===== src/rtl/lifo_stack_pkg.sv =====
// Shared request decoding for the LIFO stack: classifies each sampled
// push/pop request pair into one operation.
package lifo_stack_pkg;

    typedef enum logic [2:0] {
        OP_IDLE,
        OP_PUSH,
        OP_POP,
        OP_OVERFLOW,
        OP_UNDERFLOW,
        OP_CONFLICT
    } stack_op_e;

    // A push and a pop in the same cycle are rejected outright rather than
    // being merged into a replace-top operation.
    function automatic stack_op_e decode_op(input logic rd, input logic wr,
                                            input logic full, input logic empty);
        stack_op_e op;
        op = OP_IDLE;
        if (rd && wr)
            op = OP_CONFLICT;
        else if (wr)
            op = full ? OP_OVERFLOW : OP_PUSH;
        else if (rd)
            op = empty ? OP_UNDERFLOW : OP_POP;
        return op;
    endfunction

    function automatic logic is_illegal(input stack_op_e op);
        return (op == OP_OVERFLOW) || (op == OP_UNDERFLOW) || (op == OP_CONFLICT);
    endfunction

endpackage


===== src/rtl/lifo_stack_mem.sv =====
// DEPTH x WL register file with one synchronous write port and one
// asynchronous read port; contents are never reset.
module lifo_stack_mem #(
    parameter int WL    = 8,
    parameter int DEPTH = 8,
    parameter int AW    = $clog2(DEPTH)
) (
    input  logic          CLK,
    input  logic          we,
    input  logic [AW-1:0] waddr,
    input  logic [WL-1:0] wdata,
    input  logic [AW-1:0] raddr,
    output logic [WL-1:0] rdata
);

    logic [WL-1:0] mem [DEPTH];

    always_ff @(posedge CLK) begin
        if (we)
            mem[waddr] <= wdata;
    end

    assign rdata = mem[raddr];

endmodule


===== src/rtl/lifo_stack.sv =====
// LIFO stack top level: stack pointer, request decode, registered pop data
// and a one-cycle Error flag for rejected requests.
module lifo_stack #(
    parameter int WL    = 8,
    parameter int DEPTH = 8
) (
    input  logic          CLK,
    input  logic          RST,
    input  logic          rReq,
    input  logic          wReq,
    input  logic [WL-1:0] din,
    output logic          Full,
    output logic          Empty,
    output logic          Error,
    output logic [WL-1:0] dout
);

    import lifo_stack_pkg::*;

    localparam int PW = $clog2(DEPTH + 1);
    localparam int AW = $clog2(DEPTH);

    logic [PW-1:0] sp;
    logic [WL-1:0] topData;
    stack_op_e     op;
    logic          memWe;

    assign Full  = (sp == PW'(DEPTH));
    assign Empty = (sp == '0);

    always_comb begin
        op = decode_op(rReq, wReq, Full, Empty);
    end

    // Reset must also suppress the write so a push coinciding with reset
    // leaves no trace.
    assign memWe = (op == OP_PUSH) && !RST;

    lifo_stack_mem #(
        .WL   (WL),
        .DEPTH(DEPTH),
        .AW   (AW)
    ) u_mem (
        .CLK  (CLK),
        .we   (memWe),
        .waddr(AW'(sp)),
        .wdata(din),
        .raddr(AW'(sp - PW'(1))),
        .rdata(topData)
    );

    always_ff @(posedge CLK) begin
        if (RST) begin
            sp    <= '0;
            dout  <= '0;
            Error <= 1'b0;
        end else begin
            Error <= is_illegal(op);
            case (op)
                OP_PUSH: sp <= sp + PW'(1);
                OP_POP: begin
                    sp   <= sp - PW'(1);
                    dout <= topData;
                end
                default: ;
            endcase
        end
    end

endmodule


===== config.mk =====
export PLATFORM = sky130hd
export DESIGN_NAME = lifo_stack
export DESIGN_NICKNAME = d
export VERILOG_FILES = /design/src/rtl/lifo_stack_pkg.sv /design/src/rtl/lifo_stack_mem.sv /design/src/rtl/lifo_stack.sv
export SDC_FILE = /design/constraint.sdc
export NUM_CORES = 1
export LEC_CHECK = 0
export BUFFER_PORTS_ARGS = -buffer_cell sky130_fd_sc_hd__buf_2
export CORE_ASPECT_RATIO = 1.5
export CORE_UTILIZATION = 35
export DETAILED_ROUTE_END_ITERATION = 8
export PLACE_DENSITY_LB_ADDON = 0.2
export SKIP_CTS_REPAIR_TIMING = 1
export SYNTH_ARGS = -nofsm -noshare
export SYNTH_HDL_FRONTEND = slang
export SYNTH_SLANG_ARGS = --single-unit

===== constraint.sdc =====
create_clock -name CLK -period 7.1 [get_ports CLK]
set_clock_uncertainty 0.1 [all_clocks]
set_input_delay 1.42 -clock CLK [delete_from_list [all_inputs] [get_ports CLK]]
set_output_delay 1.42 -clock CLK [all_outputs]
set_load 0.03 [all_outputs]

==> flow_summary.toml <==
[status]
outcome = "completed"

[critical_path]
r2r_end = "u_mem.mem[3][0]"
regToRegStartpoint = "sp[0]"
path_cells = "buf_4 -> inv_1 -> ha_1 -> nor3b_2 -> buf_2"
worstSetupPathType = "flop to output port"
required_ns = 5.58
arrival_ns = 2.01
crit_path_end_kind = "output port"
worst-path-stages = 5
slowest_stage = "nor3b_2"
crit_end = "Empty"
rrSetupSlack_ns = 3.97
path_max_fanout = 24
reg2reg_depth = 7
critPathTopFamily = "buffers and inverters"
worstSetupStartpoint = "sp[0]"
slowest_delay_ns = 0.38
setup.worst_path.start_class = "flop"
critPathBufInv = 3

[logic_synthesis]
synth_edf_count = 64
ys_async_sr_fraction_pct = 0
synthCells = 178
yosys.area.top_type = "edfxtp_1"
ys_types = 33
syn_area_sq_um = 3100
synth_ff_type = "edfxtp_1"
synth_area_leaders = "edfxtp_1 (62%), mux4_2 (11%), dfxtp_1 (8.4%)"
yosysMostFrequentCell = "edfxtp_1"
synthesis.nets = 192
synth_top_cell_area_share_pct = 62.1
ys_seq_area_share_pct = 70.5
synth-seq-cells = 77
avgSynthCellArea_sq_um = 17.4
synth_common_cells = "edfxtp_1 (64), nor2_1 (16), mux4_2 (15)"
ys_warn_count = 0

[final_layout]
nFillCells = 769
drive_gt1_share_pct = 29.5
stdcell_count = 317
nets = 219
diodes = 0
area.growth.synth_to_final_pct = 17.3

[global_routing]
gr-total-overflow = 0
grt_max_degree = 25
track_usage_pct = 13.4
antenna_found_initial = 0
grt_pass1_vias = 1598
grt_pass1_wl_um = 8470

[die]
fp.dieH_um = 117
core_sq_um = 8520
io_pins = 23
die_area_sq_um = 9230
num_rows = 41
die_w_um = 78.8
initial_core_util_pct = 36.4

[route]
first_pass_iters = 4
drc = 0
vias = 1583
final_antenna_net_count = 0
vias_per_cell = 4.99
dr.first_iter.drc_count = 100
wl_per_cell_um = 17.4
wl_um = 5510

[sta]
tightest_slew_ns = 0.968
max_freq_ghz = 0.283
fin_crit_sh_pct = 49.8
rsz0062_at_grt = "false"
setup_violations = 0
slew_headroom_pct = 35.2
fin_tns_setup_ns = 0
hold_violations = 0
finalHoldWorstSlack_ns = 0.392
period_needed_ns = 3.53
report.final.slew_viol_count = 0

[clocking]
cts_buffer_depth = 2
cts_sinks = 77
path_clk_slew_ns = 0.06
cts_tree = "done"
clock-root-buffer = "clkbuf_16"
insertion_delay_ns = 0.33
htree_levels = 3
numCtsBuffers = 9

[placed_design]
gp_congestion = 0.736
io_buffers = 22
dpl.cell_count = 301
dp_hpwl_um = 3700

[power_and_ir_drop]
leakage_nw = 1.22
irDropWorstVdd_v = 0.000143
cellPowerDensity_nw_per_um2 = 322

[flow_run]
maxCapViolCount = 0

[worst_hold_path]
hold_path_class = "flop to flop"
## cell type report
cell class / instances / area [sq um] / area share (%)
clock buffer: 14 / 284 / 7.82
multi-input combinational: 89 / 852 / 23.5
sequential: 77 / 2180 / 60.1
clock inverter: 2 / 38.8 / 1.07
timing repair buffer: 24 / 125 / 3.45
tap: 107 / 134 / 3.69
inverter: 4 / 15.0 / 0.414
## power by group
group / total (mW) / internal (mW) / switching [mW] / leakage, nW
sequential: 0.510 / 0.502 / 0.00709 / 0.683
clock: 0.474 / 0.312 / 0.162 / 0.160
combinational: 0.187 / 0.0805 / 0.106 / 0.381
total: 1.17 / 0.895 / 0.275 / 1.22
## cells by family after synthesis
group                      synth area share, %
adders and majority gates                0.808
muxes                                     14.2
and+or+nand+nor                           7.19
xor gates and xnor gates                  1.17
buffers and inverters                     1.98
DFF                                       70.5
AOI/OAI and AO/OA                         4.12
## registers in the layout (all words and copies together) (netlist names)
register,count
sp,4
dout,8
u_mem.mem,64
Error,1
## stage by stage
stage                     utilization [%]  power, mW  cell area [sq um]  setup slack (ns)
after global placement               38.8      0.711               3310              3.66
after CTS                            42.6       1.19               3630              3.54
final                                42.6       1.17               3630              3.57
after detailed placement             38.8      0.710               3310              3.64
after global routing                 42.6       1.22               3630              3.44
after floorplan                         -      0.664               3100              4.01
## cells in the final DEF (no fill, tap or decap), drive strengths merged
cell type / n
bufinv: 1
or3: 6
xor2: 1
xnor2: 1
nor3b: 1
a31oi: 1
mux2: 2
o21ai: 1
or2: 2
clkbuf: 14
nand2: 6
nand2b: 3
a21o: 1
edfxtp: 64
nor3: 2
nand3: 3
dfxtp: 13
o211ai: 2
ha: 2
nor2: 16
inv: 5
o31ai: 1
and3b: 1
o22ai: 3
mux2i: 8
mux4: 15
buf: 24
a211oi: 7
nand3b: 2
a21oi: 2
## worst min path at each step
stage / start / endpoint / slack [ns] / depth (start not counted)
final: dout[7] / dout[7] / 0.39 / 2
after global routing: dout[6] / dout[6] / 0.41 / 2
after CTS: dout[5] / dout[5] / 0.40 / 2
after detailed placement: dout[0] / dout[0] / 0.39 / 2
after global placement: dout[2] / dout[2] / 0.39 / 2
after floorplan: sp[3] / sp[3] / 0.40 / 2
## worst register-to-register path, cell delays in order (launching register included)
cell,delay [ns]
dfxtp_1,0.31
buf_4,0.35
inv_1,0.15
ha_1,0.33
and3b_1,0.25
or2_1,0.27
or3_4,0.36
nor2_1,0.63
## metal layers
| metal | vias to the layer above | part of all wire [%] | track usage, % |
|---|---|---|---|
| met3 | 13 | 3.9 | 4.50 |
| li1 | 754 | - | - |
| met2 | 36 | 55 | 23.9 |
| met5 | - | 0 | 0 |
| met1 | 780 | 38 | 13.8 |
| met4 | 0 | 3.0 | 7.28 |
No activity file was read; power rests on OpenSTA's default activity.
